<file path="src/rtl/uart_block_assembler.sv">
// Packs a UART byte stream (MSB-first) into 64-bit blocks, discarding partial frames on inter-byte timeout.
// Optional BLOCK_CHECKSUM_EN: 9-byte frames whose last byte is the XOR of the 8 data bytes.
module uart_block_assembler #(
  parameter int CLK_FREQ   = 100_000_000,
  parameter int TIMEOUT_US = 1000
) (
  input  logic        sys_clk,
  input  logic        sys_rst_n,
  input  logic        byte_valid,
  input  logic [7:0]  byte_data,
  output logic        block_valid,
  output logic [63:0] block_data,
  output logic        frame_err,
  output logic [3:0]  byte_cnt,
  output logic [1:0]  state_dbg
);

  // Handshake: byte_valid is a one-cycle strobe with no ready; block_valid and frame_err
  // are one-cycle pulses with no backpressure, block_data holds until the next block.
  localparam int TIMEOUT_CYCLES = (CLK_FREQ / 1_000_000) * TIMEOUT_US;
  localparam int TW = (TIMEOUT_CYCLES > 1) ? $clog2(TIMEOUT_CYCLES) : 1;
  localparam logic [TW-1:0] TMO_LAST = TW'(TIMEOUT_CYCLES - 1);

`ifdef BLOCK_CHECKSUM_EN
  typedef enum logic [1:0] {IDLE = 2'd0, COLLECT = 2'd1, CHECK = 2'd2} state_t;
`else
  typedef enum logic [1:0] {IDLE = 2'd0, COLLECT = 2'd1} state_t;
`endif

  state_t        state_q, state_d;
  logic [63:0]   shift_q, shift_d;
  logic [TW-1:0] tmo_q, tmo_d;
  logic [3:0]    cnt_q, cnt_d;
  logic          bv_d, fe_d;
  logic [63:0]   bd_d;
`ifdef BLOCK_CHECKSUM_EN
  logic [7:0]    csum_q, csum_d;
`endif

  always_ff @(posedge sys_clk) begin
    if (!sys_rst_n) begin
      state_q     <= IDLE;
      shift_q     <= 64'h0;
      tmo_q       <= '0;
      cnt_q       <= 4'd0;
      block_valid <= 1'b0;
      block_data  <= 64'h0;
      frame_err   <= 1'b0;
`ifdef BLOCK_CHECKSUM_EN
      csum_q      <= 8'h0;
`endif
    end else begin
      state_q     <= state_d;
      shift_q     <= shift_d;
      tmo_q       <= tmo_d;
      cnt_q       <= cnt_d;
      block_valid <= bv_d;
      block_data  <= bd_d;
      frame_err   <= fe_d;
`ifdef BLOCK_CHECKSUM_EN
      csum_q      <= csum_d;
`endif
    end
  end

  always_comb begin
    state_d = state_q;
    shift_d = shift_q;
    tmo_d   = tmo_q;
    cnt_d   = cnt_q;
    bv_d    = 1'b0;
    fe_d    = 1'b0;
    bd_d    = block_data;
`ifdef BLOCK_CHECKSUM_EN
    csum_d  = csum_q;
`endif
    case (state_q)
      IDLE: begin
        tmo_d = '0;
        if (byte_valid) begin
          shift_d = {shift_q[55:0], byte_data};
          cnt_d   = 4'd1;
          state_d = COLLECT;
`ifdef BLOCK_CHECKSUM_EN
          csum_d  = byte_data;
`endif
        end
      end
      COLLECT: begin
        if (byte_valid) begin
          // A byte arriving on the expiry cycle wins over the timeout.
          shift_d = {shift_q[55:0], byte_data};
          tmo_d   = '0;
`ifdef BLOCK_CHECKSUM_EN
          csum_d  = csum_q ^ byte_data;
          cnt_d   = cnt_q + 4'd1;
          if (cnt_q == 4'd7) state_d = CHECK;
`else
          if (cnt_q == 4'd7) begin
            state_d = IDLE;
            cnt_d   = 4'd0;
            bd_d    = {shift_q[55:0], byte_data};
            bv_d    = 1'b1;
          end else begin
            cnt_d = cnt_q + 4'd1;
          end
`endif
        end else if (tmo_q == TMO_LAST) begin
          state_d = IDLE;
          cnt_d   = 4'd0;
          tmo_d   = '0;
          fe_d    = 1'b1;
        end else begin
          tmo_d = tmo_q + TW'(1);
        end
      end
`ifdef BLOCK_CHECKSUM_EN
      CHECK: begin
        if (byte_valid) begin
          state_d = IDLE;
          cnt_d   = 4'd0;
          tmo_d   = '0;
          if (byte_data == csum_q) begin
            bd_d = shift_q;
            bv_d = 1'b1;
          end else begin
            fe_d = 1'b1;
          end
        end else if (tmo_q == TMO_LAST) begin
          state_d = IDLE;
          cnt_d   = 4'd0;
          tmo_d   = '0;
          fe_d    = 1'b1;
        end else begin
          tmo_d = tmo_q + TW'(1);
        end
      end
`endif
      default: begin
        state_d = IDLE;
        cnt_d   = 4'd0;
        tmo_d   = '0;
      end
    endcase
  end

  assign byte_cnt  = cnt_q;
  assign state_dbg = state_q;

endmodule
</file>
<file path="config.mk">
export PLATFORM = sky130hd
export DESIGN_NAME = uart_block_assembler
export DESIGN_NICKNAME = d
export VERILOG_FILES = /design/src/rtl/uart_block_assembler.sv
export SDC_FILE = /design/constraint.sdc
export NUM_CORES = 1
export LEC_CHECK = 0
export ABC_AREA = 0
export BUFFER_PORTS_ARGS = -buffer_cell sky130_fd_sc_hd__clkbuf_2
export CAP_MARGIN = 20
export CORE_ASPECT_RATIO = 1.1
export CORE_MARGIN = 1.5
export CORE_UTILIZATION = 60
export DETAILED_ROUTE_END_ITERATION = 8
export PLACE_DENSITY = 0.9
export REMOVE_ABC_BUFFERS = 1
export SLEW_MARGIN = 10
export SYNTH_ARGS = -nofsm -noshare
export SYNTH_HDL_FRONTEND = slang
export SYNTH_SLANG_ARGS = --single-unit
</file>
<file path="constraint.sdc">
create_clock -name sys_clk -period 5.6 [get_ports sys_clk]
set_clock_uncertainty 0.15 [all_clocks]
set_input_delay 0.84 -clock sys_clk [delete_from_list [all_inputs] [get_ports sys_clk]]
set_output_delay 0.84 -clock sys_clk [all_outputs]
set_load 0.02 [all_outputs]
</file>
==> results.md <==
- GR Overflow Total: 0
- Clk pwr share: 0.491
- Synthesis-stage register bit count: approximately 140
- Fin. Hold Viols: 0
- H-tree depth: 4
- Post-CTS Repair Setup Buffers: 0
- Least-Margin Pin Slew: around 1000 ps
- Count leader, synth: dfxtp_1
- Data arrival, critical path: around 3600 ps
- Routability Congestion: 0.815
- Cell Chain, Critical Path: buf_4, nand2_1, nor3_2, buf_4, nand2_1, a21oi_1
- Crit path required time: 5890 ps
- Maxcap violations: 0
- Worst hold path class: reg2reg
- Post-synth top flop: dfxtp_1
- Global-route wire length before repair: 17.7 mm
- Max VDD drop: about 0.26 mV
- CP Launch Type: input port
- Vias in the first global route: ~3,800
- Drt first pass iters: 5
- Crit path from: byte_valid
- TritonCTS Sinks: approximately 140
- Sequential share of the synthesized area: 0.553
- Pwr Density: around 350 nW/um^2
- Core area: 8410 sq um
- CTS tree: yes
- Gate count after technology mapping: 583
- Fmax: 298 MHz
- P_int: around 1.7 mW
- Area growth from synthesis to layout: 19.4%
- Pleak: roughly 2.5 nW
- Hold Startpoint: tmo_q[0]
- Setup CP Type: in2reg
- Post-synth EDFFs: 0
- Dpl hpwl: 6.32 mm
- Slew margin rel.: 0.316
- GRT Total Usage: 0.243
- Setup violators final: 0
- Fraction of registers with async set/reset: 0
- Setup TNS: 0 ps
- Synth cell count leaders: 144 x dfxtp_1, 135 x nand2_1, 77 x nor2_1, 68 x a21oi_1, 56 x mux2i_1
- Top cell type's share of synthesized area: 0.553
- CTS Hold Buffers Added: 0
- Worst-Skew Late Latency: between 500 and 600 ps
- Via count: roughly 4,200
- CTS Buffer Depth: 2
- Largest net degree at the start of global routing: around 70
- Psw: 488 uW
- Total Wirelength: between 10 and 15 mm
- Critical path peak fanout: 64
- DRT iter0 DRCs: around 220
- Gate power share: 0.027
- Nets: about 660
- Placed Area: about 5600 sq um
- PortBufs: 81
- Synth area leader: dfxtp_1
- Layout cells sized above 1: 0.184
- Fin crit share: 0.598
- Status: finished clean
- Die area: approximately 9300 sq um
- Post-DRT Antenna Nets: 0
- Fin crit period: 3350 ps
- Num CTS Buffers: 17
- DRC viols: 0
- Synth Warn #: 0
- Worst r2r src: byte_cnt[0]
- Clk root buf: clkbuf_8
- RSZ-0062 raised after global routing: false
- Row cnt: 35
- Starting Density: 0.620
- Initial antenna violation count: 0
- Io pins: 83
- Mapped Area: between 5000 and 6000 sq um
- Vias/cell: 5.44
- Post-Syn Area per Cell: a little under 9 sq um
- Die Width: 91.9 um
- Clock transition at path regs: approximately 60 ps
- Smallest hold slack: approximately 300 ps
- CP max stage cell: nor3_2
- Sequential Power Share: 0.482
- Critical path's largest stage delay: about 800 ps
- Max Slew Vio Count: 0
- # diodes: 0
- Kind of end point of the critical path: flip-flop
- DIE HEIGHT: ~100 um
- Design Area, Final: 6230 sq um
- Sw Share: 0.226
- Per-cell routed wire length: 14.5 um
- Top post-synthesis cells by area: dfxtp_1 55%, mux2i_1 11%, nand2_1 9.7%
- Synth unique cells: 35
- Cts repair resizes: 0
==> path summary, 6_finish.rpt <==
check,end,depth (start not counted),slack (ps)
max,block_data[55],6,2250
min,tmo_q[0],1,300
min reg2reg,tmo_q[0],1,300
max reg2reg,block_data[55],6,2830
==> cell type report <==
type | count | area [sq um]
clock inverters | 13 | 130
inverters | 8 | 32.5
fillers | 551 | 2180
repair buffers | 84 | 443
well taps | 111 | 139
multi-input cells | 395 | 2160
clock buffers | 19 | 442
flip-flops and latches | 144 | 2880
==> state kept, by name, summed over array words and instances (netlist names) <==
name / flops
block_data: 64
shift_q: 56
tmo_q: 17
byte_cnt: 4
block_valid: 1
frame_err: 1
state_dbg: 1
==> logic make-up after synthesis <==
group | synth area share
simple gates | 0.198
flops | 0.553
mux | 0.107
compound gates | 0.0763
buf+inv | 0.0345
fa+ha+maj | 0.00480
other cells | 0.000719
xor+xnor | 0.0252
==> routing by layer <==
metal,wire [um],global-route usage,share of wire,vias up
met2,5760,0.411,0.51,125
met3,429,0.0535,0.038,38
li1,-,-,-,2060
met1,4640,0.285,0.41,1985
met4,360,0.142,0.032,0
met5,0,0,0,-
==> through the flow <==
stage | setup slack [ps] | total power [mW] | utilization | instances
2_1_floorplan | 924 | 1.09 | - | 547
3_3_place_gp | 2000 | 1.12 | 0.670 | 741
3_5_place_dp | 1860 | 1.12 | 0.670 | 741
4_1_cts | 2350 | 2.16 | 0.738 | 773
5_1_grt | 2080 | 2.22 | 0.741 | 774
6_report | 2250 | 2.16 | 0.741 | 774
==> power groups by stage <==
stage                     Sequential [mW]  Combinational (mW)  Clock (mW)
after floorplan                      1.06              0.0309           0
after global routing                 1.04              0.0624        1.11
after detailed placement             1.06              0.0562           0
after global placement               1.06              0.0548           0
after CTS                            1.04              0.0576        1.07
final                                1.04              0.0580        1.06
==> cell usage in the layout (no fill, tap or decap), types with 3 or more instances in the layout <==
master / synthesis / layout
a21oi_1: 68 / 68
nand4_1: 3 / 3
clkbuf_16: 0 / 16
nor2_1: 77 / 77
clkinv_4: 0 / 5
xnor2_1: 12 / 12
dfxtp_1: 144 / 144
inv_6: 0 / 3
nor3_1: 4 / 3
buf_4: 1 / 3
xor2_1: 3 / 3
clkbuf_2: 0 / 80
clkbuf_8: 0 / 3
nand3_1: 9 / 9
inv_1: 7 / 7
clkinvlp_4: 0 / 4
nor4_1: 6 / 6
nand2_1: 135 / 135
mux2i_1: 56 / 56
==> critical path, delay by kind of cell <==
kind | cells | cell delay [ps]
simple gates | 3 | 1210
buf+inv | 2 | 1320
compound gates | 1 | 190
No activity file was read; power rests on OpenSTA's default activity.
